==> src/rtl/ysyx_22050039_pkg.sv <==
// Shared definitions for the execute-stage sequencer.
//   OP_*    : 2-bit opcode values presented on in_op by the IDU
//   state_t : sequencer FSM states
package ysyx_22050039_pkg;

    localparam logic [1:0] OP_ADD    = 2'b00;
    localparam logic [1:0] OP_MUL    = 2'b01;
    localparam logic [1:0] OP_EBREAK = 2'b10;
    localparam logic [1:0] OP_ILL    = 2'b11;

    typedef enum logic [1:0] {
        S_IDLE = 2'b00,
        S_MUL  = 2'b01,
        S_DONE = 2'b10,
        S_HALT = 2'b11
    } state_t;

endpackage

==> src/rtl/ysyx_22050039_mul_iter.sv <==
// Iterative shift-add unsigned multiplier, one multiplier bit per cycle.
// The product is truncated to XLEN bits.
//   clk, rst  : clock, asynchronous active-high reset
//   start     : load src1/src2 and begin XLEN iterations
//   src1/src2 : multiplicand / multiplier, sampled only on start
//   done      : high during the final iteration; product is valid then
//   product   : accumulator value after the current iteration
module ysyx_22050039_mul_iter #(
    parameter int unsigned XLEN  = 64,
    parameter int unsigned CNT_W = $clog2(XLEN)
) (
    input  logic            clk,
    input  logic            rst,
    input  logic            start,
    input  logic [XLEN-1:0] src1,
    input  logic [XLEN-1:0] src2,
    output logic            done,
    output logic [XLEN-1:0] product
);
    import ysyx_22050039_pkg::*;

    logic [XLEN-1:0]  mcand;
    logic [XLEN-1:0]  mplier;
    logic [XLEN-1:0]  acc;
    logic [CNT_W-1:0] cnt;
    logic             running;

    // product is the accumulator after this cycle's add, so the final
    // iteration can hand its result straight to the sequencer.
    assign product = mplier[0] ? acc + mcand : acc;
    assign done    = running & (cnt == '0);

    always_ff @(posedge clk or posedge rst) begin
        if (rst) begin
            mcand   <= '0;
            mplier  <= '0;
            acc     <= '0;
            cnt     <= '0;
            running <= 1'b0;
        end else if (start) begin
            mcand   <= src1;
            mplier  <= src2;
            acc     <= '0;
            cnt     <= CNT_W'(XLEN - 1);
            running <= 1'b1;
        end else if (running) begin
            acc    <= product;
            mcand  <= mcand << 1;
            mplier <= mplier >> 1;
            if (cnt == '0) begin
                running <= 1'b0;
            end else begin
                cnt <= cnt - CNT_W'(1);
            end
        end
    end

endmodule

==> src/rtl/ysyx_22050039_exu_sequencer.sv <==
// Execute-stage controller between IDU and WBU.
//   clk, rst       : clock, asynchronous active-high reset
//   in_valid/ready : op handshake from IDU (accept only in IDLE)
//   in_op          : 00 ADD, 01 MUL, 10 EBREAK, 11 illegal
//   in_src1/2      : operands, latched on accept
//   out_valid/ready: result handshake to WBU
//   out_result     : result, held until consumed
//   busy           : FSM not in IDLE
//   halt           : sticky, set by EBREAK or illegal op
//   halt_illegal   : sticky, set by illegal op
module ysyx_22050039_exu_sequencer #(
    parameter int unsigned XLEN  = 64,
    parameter int unsigned CNT_W = $clog2(XLEN)
) (
    input  logic            clk,
    input  logic            rst,
    input  logic            in_valid,
    output logic            in_ready,
    input  logic [1:0]      in_op,
    input  logic [XLEN-1:0] in_src1,
    input  logic [XLEN-1:0] in_src2,
    output logic            out_valid,
    input  logic            out_ready,
    output logic [XLEN-1:0] out_result,
    output logic            busy,
    output logic            halt,
    output logic            halt_illegal
);
    import ysyx_22050039_pkg::*;

    state_t          state;
    state_t          state_next;
    logic            accept;
    logic            mul_start;
    logic            mul_done;
    logic [XLEN-1:0] mul_product;
    logic            res_load;
    logic [XLEN-1:0] res_next;
    logic            halt_set;
    logic            ill_set;

    // IDLE is the reset state, so rst is folded in to keep in_ready low
    // while reset is held.
    assign in_ready  = (state == S_IDLE) & ~rst;
    assign accept    = in_valid & in_ready;
    assign out_valid = (state == S_DONE);
    assign busy      = (state != S_IDLE);

    ysyx_22050039_mul_iter #(
        .XLEN  (XLEN),
        .CNT_W (CNT_W)
    ) u_mul (
        .clk     (clk),
        .rst     (rst),
        .start   (mul_start),
        .src1    (in_src1),
        .src2    (in_src2),
        .done    (mul_done),
        .product (mul_product)
    );

    always_comb begin
        state_next = state;
        mul_start  = 1'b0;
        res_load   = 1'b0;
        res_next   = out_result;
        halt_set   = 1'b0;
        ill_set    = 1'b0;
        case (state)
            S_IDLE: begin
                if (accept) begin
                    case (in_op)
                        OP_ADD: begin
                            state_next = S_DONE;
                            res_load   = 1'b1;
                            res_next   = in_src1 + in_src2;
                        end
                        OP_MUL: begin
                            state_next = S_MUL;
                            mul_start  = 1'b1;
                        end
                        OP_EBREAK: begin
                            state_next = S_HALT;
                            halt_set   = 1'b1;
                        end
                        default: begin
                            state_next = S_HALT;
                            halt_set   = 1'b1;
                            ill_set    = 1'b1;
                        end
                    endcase
                end
            end
            S_MUL: begin
                if (mul_done) begin
                    state_next = S_DONE;
                    res_load   = 1'b1;
                    res_next   = mul_product;
                end
            end
            S_DONE: begin
                if (out_ready) begin
                    state_next = S_IDLE;
                end
            end
            default: begin
                state_next = S_HALT;
            end
        endcase
    end

    always_ff @(posedge clk or posedge rst) begin
        if (rst) begin
            state        <= S_IDLE;
            out_result   <= '0;
            halt         <= 1'b0;
            halt_illegal <= 1'b0;
        end else begin
            state <= state_next;
            if (res_load) begin
                out_result <= res_next;
            end
            if (halt_set) begin
                halt <= 1'b1;
            end
            if (ill_set) begin
                halt_illegal <= 1'b1;
            end
        end
    end

endmodule
==> config.mk <==
export PLATFORM = sky130hd
export DESIGN_NAME = ysyx_22050039_exu_sequencer
export DESIGN_NICKNAME = d
export VERILOG_FILES = /design/src/rtl/ysyx_22050039_pkg.sv /design/src/rtl/ysyx_22050039_mul_iter.sv /design/src/rtl/ysyx_22050039_exu_sequencer.sv
export SDC_FILE = /design/constraint.sdc
export NUM_CORES = 1
export LEC_CHECK = 0
export CAP_MARGIN = 20
export CORE_MARGIN = 3
export CORE_UTILIZATION = 59
export DETAILED_ROUTE_END_ITERATION = 8
export HOLD_SLACK_MARGIN = 0.05
export PLACE_DENSITY = 0.94
export REMOVE_ABC_BUFFERS = 1
export SKIP_LAST_GASP = 1
export SYNTH_ARGS = -nofsm -noshare
export SYNTH_HDL_FRONTEND = slang
export SYNTH_HIERARCHICAL = 1
export SYNTH_SLANG_ARGS = --single-unit
==> constraint.sdc <==
create_clock -name clk -period 7.7 [get_ports clk]
set_input_delay 1.54 -clock clk [delete_from_list [all_inputs] [get_ports clk]]
set_output_delay 1.54 -clock clk [all_outputs]
set_load 0.03 [all_outputs]
# Word level (Yosys, flattened, before mapping)
# Cells that the tools add are included.
# W data, S select, Z words.
# totals
register_bits	267
in_bits	134
output_inout_bits	69
word_cells	71
# classes
addsub	3
n_eq_ne	9
muxes	35
n_bitwise	4
reduce_logical	11
# op_table
cell	count
$mux W64	10
$add A64 B64 Y64	2
$pmux W64 S2	1
$mux W6	3
$mux W1	15
$logic_not A6 Y1	1
$mux W2	3
$ne A2 B2 Y1 const B	3
$pmux W2 S3	1
$reduce_bool A2 Y1	3
$sub A6 B1 Y6 const B	1
$reduce_and A5 Y1	1
$eq A2 B1 Y1 const B	2
$eq A2 B2 Y1 const B	2
$logic_not A2 Y1	2
$ne A2 B1 Y1 const B	2
$pmux W2 S2	1
$and A1 B1 Y1	3
$reduce_and A3 Y1	1
$reduce_or A3 Y1	1
$pmux W1 S2	1
$reduce_and A2 Y1	1
$reduce_or A2 Y1	1
$not A1 Y1	1

# Longest topological paths before layout
# depth
word_depth	7
ltp_mapped	15
ltp_nobuf	15

# Hierarchy
# The synthesis kept the hierarchy.
# by_module_without_submodules
mod	n_inst	cells_each	area_each_um2	seq_area_each_um2
ysyx_22050039_mul_iter	1	1570	13767.0	4979.8
ysyx_22050039_exu_sequencer	1	884	6706.4	1701.6

# Worst setup path before layout
# No wires, ideal clock.
# synth_timing
path_type	input-to-reg
start	input port in_src1[0]
end	register out_result[58]
setup_ns	0.137
arrival_ns	4.211
required_time_ns	7.563
setup_slack_ns	3.352
cell_stages	13
path_buffers	0
path_cell_list	ha_1 -> fa_1 -> a21o_1 -> a221oi_1 -> a21oi_1 -> a31oi_1 -> o21a_2 -> o31ai_4 -> a41oi_2 -> o21ba_1 -> or3_1 -> xor2_1 -> a21oi_1
# synth_via
elab_chain_len	4
# synth_rtl
item	line_no	source
start, declared	ysyx_22050039_exu_sequencer.sv:20	input logic [XLEN-1:0] in_src1,
$add A64 B64 Y64	ysyx_22050039_exu_sequencer.sv:76	res_next = in_src1 + in_src2;
$mux W64	ysyx_22050039_exu_sequencer.sv:72	case (in_op)
$mux W64	ysyx_22050039_exu_sequencer.sv:71	if (accept) begin
$pmux W64 S2	ysyx_22050039_exu_sequencer.sv:69	case (state)
end signal, assigned	ysyx_22050039_exu_sequencer.sv:121	out_result <= res_next;
end, declared	ysyx_22050039_exu_sequencer.sv:24	output logic [XLEN-1:0] out_result,
# No other way between the ends. The select of a mux whose other input is x is not followed.
# A chain may end at the register's enable or synchronous reset.

# Worst setup path after layout
# layout_timing
start	input port in_src1[10]
end	register out_result[53]
# Same word-level chain as after synthesis.

==> reports/qor.log <==
qor: run_status.outcome complete, no violations
qor: clock_network.clock_sink_count 267
qor: route.drc_violations 0
qor: setup_path.timing.critical_path.max_delay_family compound AO/OA/AOI/OAI gates
qor: clock_network.post_cts_buffers 0
qor: setup_path.cp_slowest_stage_delay 0.81 ns
qor: synthesis.yosysUniqueCellTypes 97
qor: placement.place.port_buffers 202
qor: setup_path.arr_time_crit_path 5.93 ns
qor: clock_network.insertion_delay 0.51 ns
qor: setup_path.r2r-end out_result[48]
qor: synthesis.synth_cells 2,454
qor: sta.grt_setup_unrepaired false
qor: placement.dpl.hpwl 44.5 mm
qor: setup_path.worstPathRequired 8.04 ns
qor: die.core-area 33,900 um2
qor: sta.finalSetupTns 0 ns
qor: sta.tightestPinTransition 1.12 ns
qor: clock_network.post_cts_resized 0
qor: cells_and_area.multi_input_gate_area_in_the_final_layout 13,000 um2
qor: synthesis.most_frequently_used_cell_type_in_the_post_synthesis_netlist nand2_1
qor: setup_path.critPathBufInv 1
qor: power.max-vdd-ir-drop 180 uV
qor: cells_and_area.postLayoutCellArea 23,700 um2
qor: cells_and_area.drive_gt1_share 6.79%
qor: synthesis.synthArstFlopShare 100%
qor: setup_path.worst_setup_path_class in -> reg
qor: route.drtAntennaViolNets 0
qor: synthesis.ys_ff_latch 267
qor: clock_network.cts-root-to-sink-buffers 3
qor: setup_path.endpoint_kind_of_the_worst_setup_timing_path flip-flop
qor: sta.finalWorstPathRequiredPeriod 5.60 ns
qor: power.power-per-cell-area 234 nW/um2
qor: global_route.globalRouteTotalUtil 32.7%
qor: cells_and_area.layout-area-overhead-vs-synth 15.8%
qor: die.initial_utilization 60.5%
qor: synthesis.yosys_warnings 6
qor: die.chipHeight 192 um
qor: worst_hold_path.holdCritPathClass reg -> reg
qor: route.route.final.wire_length 62.3 mm
qor: route.avgViaCountPerCell 6.44
qor: global_route.antenna_violations_before_repair 0
qor: power.total_power 0.00556 W
qor: route.via_count_of_the_routed_design 19,500
qor: global_route.grt.overflow.total 0
qor: placement.dp.cells 2,964
qor: cells_and_area.area.sequential 6690 um2
qor: sta.finClkSkew 0.0211 ns
qor: synthesis.synth.area.top_cells dfrtp_1 33%, ha_1 7.8%, mux2i_1 7.3%
qor: clock_network.numCtsBuffers 34
qor: setup_path.worst_reg2reg_path_startpoint u_mul/mcand[0]
qor: route.wl_per_cell 20.6 um
qor: setup_path.crit_path_max_fanout 6
qor: setup_path.crit_path_capture out_result[53]
qor: synthesis.count_of_flip_flops_with_a_built_in_enable_after_synthesis 0
qor: global_route.grt_start_max_net_pins 100
qor: synthesis.most_used_standard_cells_in_the_synthesized_netlist 347 x nand2_1, 267 x dfrtp_1, 249 x o21ai_0
qor: power.leakagePower 11.1 nW
qor: sta.achievable-frequency 0.179 GHz
qor: job.max_cap_violations 0
qor: clock_network.h_tree_levels 2
qor: route.drt_first_pass_iters 8
qor: cells_and_area.count_of_placed_standard_cells_in_the_final_layout_fillers_left_out 3,024
qor: die.num_rows 67
qor: die.floorplan.io_pins 203
qor: setup_path.worst-path-stages 13
qor: setup_path.worst-r2r-cell-count 15
qor: setup_path.ff2ff_setup_slack 3.55 ns
qor: setup_path.startpoint_type input pin
qor: sta.timing_max_transition_violations_final 0
qor: route.detail_route.iter0.violations 1,793
qor: synthesis.syn_area_per_cell 8.34 um2
qor: synthesis.synth-seq-area-share 32.6%
qor: die.die_w 192 um
qor: clock_network.clkTransAtPathRegs 0.06 ns
qor: setup_path.worst_setup_path_startpoint in_src1[10]
qor: setup_path.crit_path_top_delay_cell a2111oi_0
qor: clock_network.tritoncts done
qor: sta.timing_hold_violations_final 0
qor: die.die-area 37,000 um2
qor: setup_path.worstPathCellList clkdlybuf4s50_1 > ha_1 > and3_1 > and4_1 > o21ai_0 > a2111oi_0 > nor2_1 > o21ai_1 > a41oi_1 > or2_2 > o21ai_1 > xnor2_1 > o21ai_0
qor: sta.final_critical_path_setup_slack 2.10 ns
qor: placement.placedInstanceArea 22,600 um2
qor: global_route.first_global_vias 19,100
qor: cells_and_area.number_of_nets_in_the_final_layout 2,816
qor: global_route.grt_first_pass_wirelength 98.6 mm
qor: cells_and_area.diodes 0
qor: synthesis.most_used_flip_flop_cell_after_synthesis dfrtp_1
qor: clock_network.cts.root.buffer_cell clkbuf_16
qor: sta.timing.final.crit_share 72.7%
qor: clock_network.cts.hold.buffers_added 0
qor: synthesis.yosys.area.top_type_share 32.6%
qor: placement.detailedPlace.worstSlack 2.00 ns
qor: sta.final-setup-viol-count 0
qor: cells_and_area.fillerInstances 2,651
qor: placement.gp_congestion 0.962
qor: synthesis.synth_top_cell_by_area dfrtp_1
qor: synthesis.synthesis.area 20,500 um2
qor: sta.max-slew-margin-rel 25.4%
report_power, final:
| part | internal, W | total, W | switching, W |
|---|---|---|---|
| Clock | 0.000975 | 0.00161 | 0.000636 |
| Sequential | 0.00158 | 0.00172 | 0.000144 |
| Combinational | 0.000930 | 0.00223 | 0.00129 |
| Total | 0.00349 | 0.00556 | 0.00207 |
cell families after synthesis:
group / after synthesis / share of synthesized area [%]
buffers and inverters: 209 / 4.07
and+or+nand+nor: 765 / 17.2
muxes: 203 / 10.3
DFF: 267 / 32.6
xor gates and xnor gates: 121 / 5.18
AOI/OAI and AO/OA: 759 / 22.6
adders and majority gates: 130 / 8.02
worst register-to-register path: stages (launching register included):
cell       delay [ns]
dfrtp_1          0.39
ha_1             0.21
inv_1            0.06
fa_1             0.40
nand2b_1         0.18
a21oi_1          0.21
o21ai_1          0.19
a21o_1           0.24
a2111oi_2        0.57
nor2_1           0.28
o211ai_1         0.35
xor2_1           0.15
mux2_2           0.28
or3_1            0.36
o21ai_0          0.08
a21oi_1          0.06
cell type report:
class / count / share of cell area [%]
sequential: 267 / 28.2
clock buffer: 50 / 4.41
multi-input combinational: 1978 / 54.8
inverter: 53 / 0.870
timing repair buffer: 218 / 9.03
tap: 448 / 2.36
clock inverter: 10 / 0.359
per-layer routing:
| layer | wire (um) | track usage [%] |
|---|---|---|
| met1 | 26300 | 43.7 |
| met2 | 28800 | 53.5 |
| met4 | 2690 | 13.7 |
| met3 | 4490 | 4.61 |
| met5 | 0 | 0 |
worst min path at each step:
stage | from | to | slack (ns) | cells past startpoint
floorplan | u_mul/cnt[5] | u_mul/cnt[5] | 0.49 | 2
global route | halt | halt | 0.46 | 1
detailed placement | halt | halt | 0.45 | 1
CTS | halt | halt | 0.46 | 1
global placement | halt | halt | 0.44 | 1
finish | halt | halt | 0.46 | 1
state kept, by name, summed over array words and instances (netlist names):
name           flops
u_mul/running      1
u_mul/acc         64
u_mul/mcand       64
u_mul/mplier      64
u_mul/cnt          6
halt               1
out_result        64
state              2
halt_illegal       1
placed cells by master, fill, tap and decap left out, drive strengths merged, types with 10 or more instances in the layout:
cell | synthesis | routed
a211oi | 14 | 14
a21o | 60 | 60
a21oi | 242 | 242
a31o | 10 | 10
a31oi | 20 | 20
and2 | 10 | 10
and3 | 33 | 33
buf | 38 | 16
clkbuf | 118 | 50
clkdlybuf4s50 | 0 | 202
dfrtp | 267 | 267
ha | 128 | 128
inv | 52 | 52
mux2 | 53 | 53
mux2i | 150 | 150
nand2 | 348 | 348
nand2b | 11 | 11
nand3 | 45 | 45
nand4 | 39 | 39
nor2 | 160 | 160
nor2b | 17 | 17
nor3 | 37 | 37
nor4 | 12 | 12
o211ai | 18 | 18
o21a | 24 | 24
o21ai | 255 | 255
o21bai | 27 | 27
o31ai | 16 | 16
or3 | 22 | 22
xnor2 | 71 | 71
xor2 | 50 | 50
stage by stage:
stage	utilization, %	hold WS, ns
2_1_floorplan	-	0.489
3_3_place_gp	66.7	0.444
3_5_place_dp	66.7	0.445
4_1_cts	70.0	0.457
5_1_grt	70.0	0.463
6_report	70.0	0.456
Note: power is estimated with default switching activity, not from simulation.
